## src/rtl/cpu_core.sv

```systemverilog
// Multi-cycle 16-bit load/store core: fetch, execute, optional memory cycle, halt.
// r0 reads as zero; r1..r15 hold their contents through reset.

module cpu_core_reg_file #(
    parameter int DATA_WIDTH = 16
) (
    input  logic                  clk,
    input  logic                  write_enable,
    input  logic [3:0]            write_addr,
    input  logic [DATA_WIDTH-1:0] write_data,
    input  logic [3:0]            read_addr_b,
    input  logic [3:0]            read_addr_c,
    output logic [DATA_WIDTH-1:0] read_data_b,
    output logic [DATA_WIDTH-1:0] read_data_c
);
    logic [DATA_WIDTH-1:0] regs [0:15];

    always_ff @(posedge clk) begin
        if (write_enable && (write_addr != 4'd0)) begin
            regs[write_addr] <= write_data;
        end
    end

    assign read_data_b = (read_addr_b == 4'd0) ? '0 : regs[read_addr_b];
    assign read_data_c = (read_addr_c == 4'd0) ? '0 : regs[read_addr_c];
endmodule

// state | meaning
// FETCH | instr_mem_addr=pc, instruction words arrive next cycle
// EXEC  | decode and execute; stalls here on an unready accelerator
// MEM   | load data returns, load retires
// HALT  | frozen until reset
module cpu_core #(
    parameter int DATA_WIDTH       = 16,
    parameter int INSTR_WIDTH      = 16,
    parameter int INSTR_ADDR_WIDTH = 10,
    parameter int DATA_ADDR_WIDTH  = 10,
    parameter int ACCEL_ID_WIDTH   = 4
) (
    input  logic                        clk,
    input  logic                        rst,
    output logic [INSTR_ADDR_WIDTH-1:0] instr_mem_addr,
    input  logic [INSTR_WIDTH-1:0]      instr_mem_data_0,
    input  logic [INSTR_WIDTH-1:0]      instr_mem_data_1,
    output logic [DATA_ADDR_WIDTH-1:0]  data_mem_addr,
    input  logic [DATA_WIDTH-1:0]       data_mem_read_data,
    output logic                        data_mem_write_enable,
    output logic [DATA_WIDTH-1:0]       data_mem_write_data,
    output logic [ACCEL_ID_WIDTH-1:0]   accel_id,
    input  logic                        accel_can_read,
    input  logic                        accel_can_write,
    output logic                        accel_read_enable,
    input  logic [DATA_WIDTH-1:0]       accel_read_data,
    output logic                        accel_write_enable,
    output logic [DATA_WIDTH-1:0]       accel_write_data
);
    typedef enum logic [1:0] {
        S_FETCH,
        S_EXEC,
        S_MEM,
        S_HALT
    } state_t;

    localparam logic [INSTR_ADDR_WIDTH-1:0] PC_ONE = INSTR_ADDR_WIDTH'(1);
    localparam logic [INSTR_ADDR_WIDTH-1:0] PC_TWO = INSTR_ADDR_WIDTH'(2);

    state_t                      state;
    state_t                      state_next;
    logic [INSTR_ADDR_WIDTH-1:0] pc;
    logic [INSTR_ADDR_WIDTH-1:0] pc_next;
    logic [31:0]                 executed;
    logic                        retire;

    logic [3:0]            op;
    logic [3:0]            fa;
    logic [3:0]            fb;
    logic [3:0]            fc;
    logic [DATA_WIDTH-1:0] rd_b;
    logic [DATA_WIDTH-1:0] rd_c;
    logic [DATA_WIDTH-1:0] alu_res;
    logic                  rf_we;
    logic [DATA_WIDTH-1:0] rf_wd;

    // pc is stable through EXEC and MEM, so the instruction words stay valid
    // without a local instruction register.
    assign op = instr_mem_data_0[15:12];
    assign fa = instr_mem_data_0[11:8];
    assign fb = instr_mem_data_0[7:4];
    assign fc = instr_mem_data_0[3:0];

    assign instr_mem_addr = pc;

    cpu_core_reg_file #(
        .DATA_WIDTH(DATA_WIDTH)
    ) cpu_reg_file (
        .clk         (clk),
        .write_enable(rf_we),
        .write_addr  (fa),
        .write_data  (rf_wd),
        .read_addr_b (fb),
        .read_addr_c (fc),
        .read_data_b (rd_b),
        .read_data_c (rd_c)
    );

    always_comb begin
        alu_res = '0;
        case (op[2:0])
            3'd0: alu_res = rd_b + rd_c;
            3'd1: alu_res = rd_b - rd_c;
            3'd2: alu_res = rd_b & rd_c;
            3'd3: alu_res = rd_b | rd_c;
            3'd4: alu_res = rd_b ^ rd_c;
            3'd5: alu_res = rd_b << rd_c[3:0];
            3'd6: alu_res = rd_b >> rd_c[3:0];
            3'd7: alu_res = (rd_b < rd_c) ? DATA_WIDTH'(1) : '0;
            default: alu_res = '0;
        endcase
    end

    always_comb begin
        state_next            = state;
        pc_next               = pc + PC_ONE;
        retire                = 1'b0;
        rf_we                 = 1'b0;
        rf_wd                 = alu_res;
        data_mem_addr         = rd_b[DATA_ADDR_WIDTH-1:0];
        data_mem_write_enable = 1'b0;
        data_mem_write_data   = rd_c;
        accel_id              = '0;
        accel_read_enable     = 1'b0;
        accel_write_enable    = 1'b0;
        accel_write_data      = rd_b;

        case (state)
            S_FETCH: state_next = S_EXEC;
            S_EXEC: begin
                case (op)
                    4'h8: begin
                        rf_wd   = instr_mem_data_1;
                        rf_we   = 1'b1;
                        pc_next = pc + PC_TWO;
                        retire  = 1'b1;
                    end
                    4'h9: state_next = S_MEM;
                    4'hA: begin
                        data_mem_write_enable = 1'b1;
                        retire                = 1'b1;
                    end
                    4'hB: begin
                        pc_next = (rd_b != '0) ? instr_mem_data_1[INSTR_ADDR_WIDTH-1:0]
                                               : pc + PC_TWO;
                        retire  = 1'b1;
                    end
                    4'hC: begin
                        pc_next = rd_b[INSTR_ADDR_WIDTH-1:0];
                        retire  = 1'b1;
                    end
                    4'hD: begin
                        accel_id = ACCEL_ID_WIDTH'(fc);
                        if (accel_can_read) begin
                            accel_read_enable = 1'b1;
                            rf_wd             = accel_read_data;
                            rf_we             = 1'b1;
                            retire            = 1'b1;
                        end
                    end
                    4'hE: begin
                        accel_id = ACCEL_ID_WIDTH'(fc);
                        if (accel_can_write) begin
                            accel_write_enable = 1'b1;
                            retire             = 1'b1;
                        end
                    end
                    4'hF: state_next = S_HALT;
                    default: begin
                        rf_we  = 1'b1;
                        retire = 1'b1;
                    end
                endcase
            end
            S_MEM: begin
                rf_wd  = data_mem_read_data;
                rf_we  = 1'b1;
                retire = 1'b1;
            end
            S_HALT: state_next = S_HALT;
            default: state_next = S_FETCH;
        endcase

        if (retire) begin
            state_next = S_FETCH;
        end
    end

    always_ff @(posedge clk or posedge rst) begin
        if (rst) begin
            state    <= S_FETCH;
            pc       <= '0;
            executed <= '0;
        end else begin
            state <= state_next;
            if (retire) begin
                pc       <= pc_next;
                executed <= executed + 32'd1;
            end
        end
    end
endmodule

```

## config.mk

```make
export PLATFORM = sky130hd
export DESIGN_NAME = cpu_core
export DESIGN_NICKNAME = d
export VERILOG_FILES = /design/src/rtl/cpu_core.sv
export SDC_FILE = /design/constraint.sdc
export NUM_CORES = 1
export LEC_CHECK = 0
export ABC_AREA = 1
export CAP_MARGIN = 25
export CORE_MARGIN = 2
export CORE_UTILIZATION = 45
export CTS_BUF_LIST = sky130_fd_sc_hd__clkbuf_4
export DETAILED_ROUTE_END_ITERATION = 10
export DONT_BUFFER_PORTS = 1
export PLACE_DENSITY = 0.59
export SYNTH_ARGS = -nofsm -noshare
export SYNTH_HDL_FRONTEND = slang
export SYNTH_SLANG_ARGS = --single-unit
```

## constraint.sdc

```tcl
create_clock -name clk -period 6.8 [get_ports clk]
set_input_delay 0.68 -clock clk [delete_from_list [all_inputs] [get_ports clk]]
set_output_delay 0.68 -clock clk [all_outputs]
set_load 0.05 [all_outputs]
```

# --- After elaboration in Yosys (flattened, before gate mapping) ---
# Memories as Yosys holds them, arrays and structs flattened.
# Index checks and enable logic that the tools add are counted.
word_totals:
  ramBits: 256
  wordCells: 73
  in_bits: 68
  memories: 1
  latch_bits: 0
  ff_bits: 12
  output_inout_bits: 59
  mem_bits_ro: 0
op_classes:
  n_shift: 2
  mul: 0
  n_reduce_logical: 12
  n_lt_le_gt_ge: 1
  eq_ne: 19
  muxes: 29
  add_sub_neg: 4
  bitwise: 3
  div: 0
memory_table:
  columns: ["memory", "depth", "width", "rd", "rd_ports_with_merged_regs", "write_ports", "line_no", "rtl"]
  rows:
  - ["cpu_reg_file.regs", 16, 16, 2, 0, 1, "16", "logic [DATA_WIDTH-1:0] regs [0:15];"]
op_table:
  columns: ["operator", "count"]
  rows:
  - ["$pmux 16 s8", 1]
  - ["$pmux 16 s2", 2]
  - ["$mux 16", 3]
  - ["$eq 4x4->1 const B", 8]
  - ["$pmux 10 s3", 1]
  - ["$mux 10", 2]
  - ["$add 16x16->16", 1]
  - ["$and 16x16->16", 1]
  - ["$lt 16x16->1", 1]
  - ["$or 16x16->16", 1]
  - ["$reduce_bool 16->1", 1]
  - ["$shl 16x4->16", 1]
  - ["$shr 16x4->16", 1]
  - ["$sub 16x16->16", 1]
  - ["$xor 16x16->16", 1]
  - ["$eq 3x3->1 const B", 4]
  - ["$mux 1", 11]
  - ["$add 10x1->10 const B", 1]
  - ["$add 10x2->10 const B", 1]
  - ["$logic_not 4->1", 2]
  - ["$mux 4", 2]
  - ["$reduce_bool 4->1", 2]
  - ["$eq 3x2->1 const B", 2]
  - ["$pmux 1 s2", 3]
  - ["14 further kinds", 16]

# --- Logic depth before layout (Yosys ltp) ---
# Gate-level depths: netlist of run 1.
depth:
  ltp_word: 8
  depth_mapped: 31
  ltp_nobuf: 29

# --- Modules after synthesis ---
# A second synthesis of run 1 with hierarchy kept.
hier_totals:
  cells_unflattened: 2818
  hier_area_um2: 19847.8
modules_own_cells:
  columns: ["mod", "area_each_um2", "cells_per_inst", "seq_area_each_um2", "instances"]
  rows:
  - ["cpu_core_reg_file", 13780.7, 1692, 7687.4, 1]
  - ["cpu_core", 6067.1, 1126, 300.3, 1]

# --- Least setup slack after synthesis of run 1 ---
# OpenSTA, ideal clock, no wires.
synth_path:
  path_kind: "input port to flip-flop"
  startpoint: "input port instr_mem_data_0[0]"
  endpoint: "memory cpu_reg_file.regs[0][12], data pin"
  setup_ps: 291
  required_time_ps: 6509
  path_buffers: 5
  path_slack_ps: 1271
  cell_stages: 22
  arrival_ps: 5238
  cell_sequence: "buf_2 > buf_2 > clkbuf_1 > clkbuf_1 > o21ai_0 > o21ai_0 > o211ai_1 > a21oi_1 > inv_1 > ha_1 > clkbuf_1 > inv_1 > a21oi_1 > o21ai_0 > a21oi_1 > o21ai_0 > a21boi_0 > o21ai_0 > xor2_1 > nand2_1 > nand2_1 > a21oi_1"
synth_via:
  elab_chain_cells: 7
  elab_cells_between_ends: 14
  cone_classes: "2 x add/sub; 2 x shift; 5 x mux; 3 x bitwise; 1 x reduce/logical; 1 x memory"
synth_rtl:
  columns: ["item", "line_no", "rtl"]
  rows:
  - ["start, declared", "43", "input logic [INSTR_WIDTH-1:0] instr_mem_data_0,"]
  - ["$mem_v2 16x16 / $logic_not 4->1 (equally long branches)", null, null]
  - ["$mux 16 *", "25", "assign read_data_c = (read_addr_c == 4'd0) ? '0 : regs[read_addr_c];"]
  - ["named net data_mem_write_data[4]", "48", "output logic [DATA_WIDTH-1:0] data_mem_write_data,"]
  - ["$sub 16x16->16 / $add 16x16->16 (equally long branches)", "110, 109", null]
  - ["$pmux 16 s8 *", "108", "case (op[2:0])"]
  - ["$mux 16", "161", "if (accel_can_read) begin"]
  - ["$pmux 16 s2", "138", "case (op)"]
  - ["$pmux 16 s2 *", "135", "case (state)"]
  - ["named net cpu_reg_file.write_data[12]", "10", "input logic [DATA_WIDTH-1:0] write_data,"]
  - ["end, declared", "16", null]
# The timed path passes the listed nets; every way through them passes the cells marked *.

# --- Final worst setup path of run 1 ---
layout_path:
  startpoint: "input port instr_mem_data_0[0]"
  endpoint: "memory cpu_reg_file.regs[8][10], data pin"
layout_via:
  elab_chain_cells: 7
  elab_cells_between_ends: 14
  cone_classes: "2 x add/sub; 2 x shift; 5 x mux; 3 x bitwise; 1 x reduce/logical; 1 x memory"
layout_rtl:
  columns: ["item", "line_no", "rtl"]
  rows:
  - ["$mem_v2 16x16 / $logic_not 4->1 (equally long branches)", null, null]
  - ["$mux 16 *", "25", null]
  - ["$sub 16x16->16, or another cell as far along", "110", "3'd1: alu_res = rd_b - rd_c;"]
  - ["$pmux 16 s8 *", "108", null]
  - ["$mux 16", "161", null]
  - ["$pmux 16 s2", "138", null]
  - ["$pmux 16 s2 *", "135", null]
  - ["named net cpu_reg_file.write_data[10]", "10", null]
# Marked as above.

==> results_tabular.tex, run 1 <==
\begin{tabular}{lr}
\hline
Metric & Value \\
\hline
\multicolumn{2}{l}{\textbf{Status}} \\
\quad Result of the run & completed \\
\multicolumn{2}{l}{\textbf{Timing}} \\
\quad Number of pins exceeding their max-slew limit in the final report & 0 \\
\quad Final count of negative-setup-slack endpoints & 0 \\
\quad Share of the cycle needed by the critical path after routing & 0.803 \\
\quad RSZ-0062 raised after global routing & no \\
\quad Post-route setup TNS & 0 ps \\
\quad Slack of the critical path & $\sim$1300 ps \\
\quad Setup skew after layout & 72.6 ps \\
\quad Max Clock Freq & 183 MHz \\
\quad Number of endpoints with negative hold slack in the final report & 0 \\
\quad Worst Max-Slew Pin Slew & roughly 1100 ps \\
\quad Worst max-slew margin expressed relative to the limit & 0.288 \\
\quad Shortest period the worst path allows & 5460 ps \\
\quad Hold slack final & 199 ps \\
\multicolumn{2}{l}{\textbf{Synth}} \\
\quad Compound-gate portion of the synthesized area & 0.216 \\
\quad Share of synthesized cell area in and, or, nand and nor gates & 0.208 \\
\quad Unique cell type count in the Yosys netlist & 55 \\
\quad Synth Warn \# & 0 \\
\quad Post-synthesis register bit count & 268 \\
\quad Number of flops mapped to enable cells by yosys & 256 \\
\quad Post-synthesis cell count & 2,381 \\
\quad Mapped Area & $\sim$19,000 µm² \\
\quad Most common flop cell mapped by yosys & sky130\_fd\_sc\_hd\_\_edfxtp\_1 \\
\quad Proportion of synthesized flip-flops having asynchronous set or reset & 0.0448 \\
\quad Mux contribution to synthesized area & 0.000538 \\
\quad Main combinational cell family by area after synthesis & compound AO/OA/AOI/OAI gates \\
\quad Fraction of the mapped netlist area in adder cells & 0.0371 \\
\quad XOR/XNOR Fraction of Synth Area & 0.00706 \\
\quad Synthesized area divided by synthesized cell count & $\sim$7.8 µm² \\
\quad Sequential element share of the synthesized area & 0.429 \\
\multicolumn{2}{l}{\textbf{Route}} \\
\quad Drt via density & just over 6 \\
\quad Routed length per instance & 23.9 µm \\
\quad First drt pass iteration count & 5 \\
\quad Wirelength, routed & a little over 70,000 µm \\
\quad Remaining antenna violation count & 0 \\
\quad Iteration-0 DRC Markers & between 2,000 and 2,500 \\
\quad DR DRC count & 0 \\
\quad Routed vias & 17,926 \\
\multicolumn{2}{l}{\textbf{Final layout}} \\
\quad Share of the core filled with cells & 0.489 \\
\quad Final design instance area without fill & about 20,000 µm² \\
\quad Fillcell total & a little over 4,000 \\
\quad Register area & 7990 µm² \\
\quad Share of layout cells above drive strength 1 & 0.102 \\
\quad Footprint of the multi-input gates & just under 9000 µm² \\
\quad Final standard cell count with taps included and fillers excluded & 2,964 \\
\quad Layout-stage area growth over the synthesis result & 7.23\% \\
\quad Final nets & between 2,000 and 2,500 \\
\multicolumn{2}{l}{\textbf{Clocking}} \\
\quad Largest buffer count on any clock path & 3 \\
\quad CTS root buf & sky130\_fd\_sc\_hd\_\_clkbuf\_4 \\
\quad Number of buffers added for setup after CTS & 0 \\
\quad Clock sinks & 268 \\
\quad Hold buffer count at CTS & 1 \\
\quad Number of clock buffers inserted by TritonCTS & 72 \\
\quad Latest clock arrival within the worst-skew pair & 780 ps \\
\quad TritonCTS clock tree & built \\
\quad Clock-pin transition on the worst setup and hold timing paths & 60 ps \\
\quad Post-CTS resize count & 0 \\
\quad Clock H-tree levels & 3 \\
\multicolumn{2}{l}{\textbf{Pwr}} \\
\quad Maximum vdd drop & 0.222 mV \\
\quad Static Leakage & 8.17 nW \\
\quad Sum of internal, switching and leakage power & 6.22 mW \\
\quad Power density over cell area & 312 nW/µm² \\
\multicolumn{2}{l}{\textbf{Placed design}} \\
\quad Last weighted congestion value of the routability-driven placer & 0.984 \\
\quad Port Buf Inserts & 0 \\
\quad DP Area & 19,000 µm² \\
\quad Total half-perimeter wirelength after legalization and detailed placement & 47,300 µm \\
\quad Placement-stage worst setup slack & between 700 and 800 ps \\
\quad Placed cell count & 2,832 \\
\multicolumn{2}{l}{\textbf{Die}} \\
\quad Die Ht & 207 µm \\
\quad Die W & between 200 and 250 µm \\
\quad Io pins & between 100 and 150 \\
\quad Core area & 40,800 µm² \\
\quad Area of the die & 43,000 µm² \\
\quad Initial core utilization & 0.456 \\
\quad Number of placement rows & 74 \\
\multicolumn{2}{l}{\textbf{Global route}} \\
\quad Initial antenna violation count & 2 \\
\quad Pin count of the biggest net entering global routing & between 200 and 250 \\
\quad Wire length of the first global-routing pass & 104,000 µm \\
\quad Combined global-route utilization of all metal layers & 0.322 \\
\quad Global route total overflow & 0 \\
\quad Number of global-route vias before repair & 16,651 \\
\multicolumn{2}{l}{\textbf{Worst setup path}} \\
\quad Crit path capture type & flip-flop \\
\quad Startpoint type of the worst setup path & primary input \\
\quad Type of the worst setup path & in2reg \\
\quad Required time of the worst setup path & 7170 ps \\
\quad Crit-path max FO & 210 \\
\quad Crit path arrival time & 5830 ps \\
\multicolumn{2}{l}{\textbf{Flow run}} \\
\quad Max Cap Violations & 0 \\
\multicolumn{2}{l}{\textbf{Hold path}} \\
\quad Tightest Hold Check Type & in2reg \\
\hline
\end{tabular}
## kinds of logic (layout without fill, tap and decap cells)
logic type	after synthesis	in the layout
xor+xnor	15	15
simple gates	912	912
fa+ha+maj	54	54
compound gates	708	708
buf+inv	422	456
mux	1	1
other cells	1	18
flops	268	268
## flip-flops by register name, summed over array words and instances, names as in the netlist
register,count
cpu_reg_file.regs,256
state,2
instr_mem_addr,10
## layer usage
layer,vias up,GRT usage,share of wire
met5,-,0,0
met4,0,0.0975,0.027
met3,110,0.0756,0.10
met2,1004,0.483,0.43
met1,8565,0.463,0.43
li1,8247,-,-
## worst max-delay path: stages
cell                       delay [ps]
sky130_fd_sc_hd__inv_2            630
sky130_fd_sc_hd__nand3_1          350
sky130_fd_sc_hd__inv_1            600
sky130_fd_sc_hd__a21oi_1          220
sky130_fd_sc_hd__buf_4            260
sky130_fd_sc_hd__inv_1            100
sky130_fd_sc_hd__ha_1             350
sky130_fd_sc_hd__inv_1            140
sky130_fd_sc_hd__a21oi_1           80
sky130_fd_sc_hd__o21ai_0          380
sky130_fd_sc_hd__a21oi_1          140
sky130_fd_sc_hd__o21ai_0          310
sky130_fd_sc_hd__a21boi_0         240
sky130_fd_sc_hd__o21ai_0          250
sky130_fd_sc_hd__nand2_1           80
sky130_fd_sc_hd__nand2_1           60
sky130_fd_sc_hd__nand2_1           50
sky130_fd_sc_hd__a21oi_1          770
## synthesized netlist by cell type (all sizes together) (12+ instances only)
| cell type | count | area, µm² |
|---|---|---|
| a21oi | 214 | 1070 |
| a22o | 15 | 131 |
| buf | 95 | 674 |
| clkbuf | 62 | 233 |
| dfrtp | 12 | 300 |
| edfxtp | 256 | 7690 |
| ha | 52 | 651 |
| inv | 261 | 980 |
| nand2 | 480 | 1860 |
| nand3 | 219 | 1100 |
| nand4 | 13 | 81.3 |
| nor2 | 177 | 687 |
| nor3 | 13 | 70.1 |
| o211ai | 83 | 638 |
| o21ai | 333 | 1670 |
| xor2 | 13 | 114 |
## worst paths after layout
path,slack [ps],startpoint,cells past startpoint,end
min reg2reg,680,state[1],3,state[1]
min in group asynchronous,420,rst,2,instr_mem_addr[9]
max in group asynchronous,6000,rst,2,instr_mem_addr[1]
min,200,instr_mem_data_1[8],4,instr_mem_addr[8]
max,1340,instr_mem_data_0[0],18,cpu_reg_file.regs[8][10]
max reg2reg,1750,cpu_reg_file.regs[6][0],25,cpu_reg_file.regs[8][10]
## area by class of cell
class,instances,area share
well taps,532,0.0333
flip-flops and latches,268,0.400
clock inverters,26,0.00859
diodes,2,0.000251
inverters,265,0.0499
multi-input cells,1706,0.445
repair buffers,63,0.0242
clock buffers,102,0.0384
## cell usage in the layout, fill, tap and decap left out, types with 9 or more instances in the layout
cell                       count
sky130_fd_sc_hd__nand2_1     457
sky130_fd_sc_hd__o21ai_0     269
sky130_fd_sc_hd__edfxtp_1    256
sky130_fd_sc_hd__inv_1       250
sky130_fd_sc_hd__nand3_1     218
sky130_fd_sc_hd__a21oi_1     209
sky130_fd_sc_hd__nor2_1      155
sky130_fd_sc_hd__clkbuf_4    102
sky130_fd_sc_hd__o211ai_1     80
sky130_fd_sc_hd__o21ai_1      63
sky130_fd_sc_hd__buf_4        61
sky130_fd_sc_hd__ha_1         52
sky130_fd_sc_hd__nand2_2      22
sky130_fd_sc_hd__clkinv_1     18
sky130_fd_sc_hd__conb_1       16
sky130_fd_sc_hd__nor2_2       15
sky130_fd_sc_hd__a22o_1       15
sky130_fd_sc_hd__nand4_1      13
sky130_fd_sc_hd__xor2_1       13
sky130_fd_sc_hd__inv_2        12
sky130_fd_sc_hd__dfrtp_1      12
sky130_fd_sc_hd__a221oi_1      9
## report_power, final
group          internal (mW)  switching (mW)  total, mW
Sequential              2.32           0.161       2.48
Clock                  0.772           0.700       1.47
Combinational          0.564            1.70       2.27
Total                   3.65            2.57       6.22
Note: power is estimated with default switching activity, not from simulation.
==> run 2: changes to the inputs <==
PLACE_DENSITY = 0.61   (was 0.59)
clock period = 4.5 ns   (was 6.8 ns; I/O delays follow)
==> run 2 against run 1 <==
Effect of this change: final area up 3.9%; cell count up 2.6%; critical endpoint is now cpu_reg_file.regs[5][12]; clock power up 43%; core utilization up 1.9 points; largest cell class unchanged.
==> results_tabular.tex, run 2 (synthesis results as in run 1) <==
\begin{tabular}{lr}
\hline
Metric & Value \\
\hline
\multicolumn{2}{l}{\textbf{Placed design}} \\
\quad Port Buf Inserts & 0 \\
\quad Last weighted congestion value of the routability-driven placer & about 0.97 \\
\quad Total half-perimeter wirelength after legalization and detailed placement & about 50,000 µm \\
\quad Placement-stage worst setup slack & between 30 and 40 ps \\
\multicolumn{2}{l}{\textbf{Worst setup path}} \\
\quad Most common cell type on the critical path & sky130\_fd\_sc\_hd\_\_nand3\_1 \\
\quad Crit path arrival time & 4520 ps \\
\quad Type of the worst setup path & reg2reg \\
\quad CP bufs+invs & 3 \\
\quad Critical-path cell list & inv\_1 > a21oi\_1 > o21ai\_1 > nand3\_1 > nand3\_1 > nand3\_1 > nand2\_2 > inv\_1 > ha\_1 > fa\_1 > nand3\_1 > nand2\_1 > a21oi\_1 > o21ai\_0 > a21oi\_1 > o21ai\_0 > a21boi\_0 > o21ai\_0 > xor2\_1 > nand2\_1 > nand2\_1 > a21oi\_4 > buf\_12 \\
\quad Required time of the worst setup path & 4990 ps \\
\quad Crit-path max FO & 16 \\
\quad Crit path capture type & flip-flop \\
\quad Launching point of the worst reg2reg path & cpu\_reg\_file.regs[13][0] \\
\quad Cell type group with the largest total delay on the critical path & compound AO/OA/AOI/OAI gates \\
\quad CP peak stage delay & between 500 and 600 ps \\
\quad Startpoint of the most critical setup path & cpu\_reg\_file.regs[13][0] \\
\quad Crit-path slowest cell & sky130\_fd\_sc\_hd\_\_fa\_1 \\
\quad Startpoint type of the worst setup path & flip-flop \\
\multicolumn{2}{l}{\textbf{Final layout}} \\
\quad Share of the core filled with cells & 0.508 \\
\quad Most common library cell in the layout ignoring fill and taps & sky130\_fd\_sc\_hd\_\_nand2\_1 \\
\quad Share of layout cells above drive strength 1 & 0.134 \\
\quad Commonest cells after routing, fill and taps aside & sky130\_fd\_sc\_hd\_\_nand2\_1 (457), sky130\_fd\_sc\_hd\_\_o21ai\_0 (269), sky130\_fd\_sc\_hd\_\_edfxtp\_1 (256) \\
\quad Largest register FFs & 256 \\
\quad Final nets & 2,583 \\
\quad Fillcell total & $\sim$4,000 \\
\quad Layout-stage area growth over the synthesis result & 11.4\% \\
\quad Register name with the most flops & cpu\_reg\_file.regs \\
\multicolumn{2}{l}{\textbf{Global route}} \\
\quad Wire length of the first global-routing pass & $\sim$110,000 µm \\
\quad Global route total overflow & 0 \\
\quad Combined global-route utilization of all metal layers & 0.340 \\
\quad Number of global-route vias before repair & 17,263 \\
\quad Initial antenna violation count & 3 \\
\quad Pin count of the biggest net entering global routing & 212 \\
\multicolumn{2}{l}{\textbf{Timing}} \\
\quad Number of endpoints with negative hold slack in the final report & 0 \\
\quad Number of pins exceeding their max-slew limit in the final report & 0 \\
\quad Share of the cycle needed by the critical path after routing & 0.894 \\
\quad Setup skew after layout & $\sim$63 ps \\
\quad Worst Max-Slew Pin Slew & 1030 ps \\
\quad Hold slack final & 65.8 ps \\
\quad Final count of negative-setup-slack endpoints & 0 \\
\quad Slack of the critical path & 476 ps \\
\quad Post-route setup TNS & 0 ps \\
\quad RSZ-0062 raised after global routing & no \\
\quad Max Clock Freq & 249 MHz \\
\quad Shortest period the worst path allows & around 4000 ps \\
\quad Worst max-slew margin expressed relative to the limit & 0.311 \\
\multicolumn{2}{l}{\textbf{Pwr}} \\
\quad Maximum vdd drop & 0.348 mV \\
\quad Static Leakage & 8.59 nW \\
\quad Power density over cell area & 469 nW/µm² \\
\multicolumn{2}{l}{\textbf{Clocking}} \\
\quad Number of clock buffers inserted by TritonCTS & 73 \\
\quad TritonCTS clock tree & built \\
\quad Clock-pin transition on the worst setup and hold timing paths & 60 ps \\
\quad Largest buffer count on any clock path & 3 \\
\quad Latest clock arrival within the worst-skew pair & roughly 760 ps \\
\quad Clock sinks & 268 \\
\quad Clock H-tree levels & 3 \\
\quad CTS root buf & sky130\_fd\_sc\_hd\_\_clkbuf\_4 \\
\multicolumn{2}{l}{\textbf{Route}} \\
\quad First drt pass iteration count & 8 \\
\quad Routed vias & 18,420 \\
\quad Routed length per instance & 24.5 µm \\
\quad Wirelength, routed & 74,400 µm \\
\quad Drt via density & 6.06 \\
\quad Remaining antenna violation count & 0 \\
\quad DR DRC count & 0 \\
\quad Iteration-0 DRC Markers & 2,090 \\
\multicolumn{2}{l}{\textbf{Die}} \\
\quad Core area & between 40,000 and 50,000 µm² \\
\quad Die Ht & 207 µm \\
\quad Area of the die & 43,000 µm² \\
\quad Number of placement rows & 74 \\
\quad Initial core utilization & 0.456 \\
\quad Io pins & 127 \\
\quad Die W & 207 µm \\
\multicolumn{2}{l}{\textbf{Hold path}} \\
\quad Tightest Hold Check Type & in2reg \\
\quad Hold Path Origin & instr\_mem\_data\_0[15] \\
\multicolumn{2}{l}{\textbf{Flow run}} \\
\quad Max Cap Violations & 0 \\
\multicolumn{2}{l}{\textbf{Status}} \\
\quad Result of the run & completed \\
\hline
\end{tabular}
==> run 2: cell count changes in the layout (fill, tap and decap cells not counted), moves of 2 or more <==
cell,previous run,this run
sky130_fd_sc_hd__buf_12,0,10
sky130_fd_sc_hd__clkbuf_4,102,98
sky130_fd_sc_hd__a21oi_4,0,9
sky130_fd_sc_hd__clkinv_1,18,16
sky130_fd_sc_hd__a21oi_1,209,197
sky130_fd_sc_hd__a21oi_2,5,8
sky130_fd_sc_hd__nor2_2,15,21
sky130_fd_sc_hd__nor2_4,7,1
sky130_fd_sc_hd__buf_4,61,130
sky130_fd_sc_hd__dlygate4sd3_1,1,7
==> run 2: stage by stage <==
stage          cells  total power, mW  cell area (µm²)
6_report        3041             9.73            20700
2_1_floorplan   2396             6.06            18800
3_5_place_dp    2909             7.53            19800
4_1_cts         3037             9.65            20700
5_1_grt         3041             10.2            20700
3_3_place_gp    2909             7.52            19800
==> run 2: cell type report <==
type                            instances  area, µm²  share of cell area
Clock inverter                         23        133             0.00639
Inverter                              265        996              0.0480
Clock buffer                           98        736              0.0355
Antenna cell                            2       5.00            0.000241
Tap cell                              532        666              0.0321
Timing Repair Buffer                  147       1250              0.0601
Multi-Input combinational cell       1706       8970               0.433
Sequential cell                       268       7990               0.385
==> run 2: where the power goes <==
| part | switching [mW] | internal [mW] | total (mW) | leakage (nW) |
|---|---|---|---|---|
| clock | 1.04 | 1.07 | 2.10 | 0.510 |
| sequential | 0.247 | 3.50 | 3.75 | 2.50 |
| combinational | 2.73 | 1.15 | 3.88 | 5.59 |
| total | 4.01 | 5.72 | 9.73 | 8.59 |
==> run 2: worst register-to-register path, cell delays in order (launching register included) <==
cell and delay [ps]:
sky130_fd_sc_hd__edfxtp_1 370, sky130_fd_sc_hd__inv_1 80, sky130_fd_sc_hd__a21oi_1 60, sky130_fd_sc_hd__o21ai_1 80, sky130_fd_sc_hd__nand3_1 90, sky130_fd_sc_hd__nand3_1 130
sky130_fd_sc_hd__nand3_1 120, sky130_fd_sc_hd__nand2_2 150, sky130_fd_sc_hd__inv_1 80, sky130_fd_sc_hd__ha_1 240, sky130_fd_sc_hd__fa_1 510, sky130_fd_sc_hd__nand3_1 140
sky130_fd_sc_hd__nand2_1 90, sky130_fd_sc_hd__a21oi_1 140, sky130_fd_sc_hd__o21ai_0 140, sky130_fd_sc_hd__a21oi_1 200, sky130_fd_sc_hd__o21ai_0 140, sky130_fd_sc_hd__a21boi_0 300
sky130_fd_sc_hd__o21ai_0 150, sky130_fd_sc_hd__xor2_1 160, sky130_fd_sc_hd__nand2_1 60, sky130_fd_sc_hd__nand2_1 120, sky130_fd_sc_hd__a21oi_4 80, sky130_fd_sc_hd__buf_12 150
==> run 2: worst paths after layout <==
kind / endpoint / slack, ps / cells past startpoint
worst max-delay path: cpu_reg_file.regs[5][12] / 480 / 23
worst min-delay path: state[0] / 70 / 4
max in group asynchronous: instr_mem_addr[4] / 3940 / 2
min in group asynchronous: instr_mem_addr[6] / 190 / 2
worst max register to register: cpu_reg_file.regs[5][12] / 480 / 23
worst min register to register: state[0] / 690 / 4
==> run 2: timing repair <==
| action | in CTS | in global routing |
|---|---|---|
| setup endpoints to repair | 0 | 32 |
| endpoints found under the hold margin | 18 | 0 |
| setup buffers | 0 | 2 |
| hold buffers | 7 | 0 |
| gates resized for setup | 0 | 0 |
==> run 2: routing by layer <==
metal  track usage  up-vias  part of all wire
li1              -     8412                 -
met1         0.481     8759              0.42
met2         0.520     1085              0.44
met3        0.0676      162              0.11
met4         0.116        2             0.031
met5             0        -           0.00016
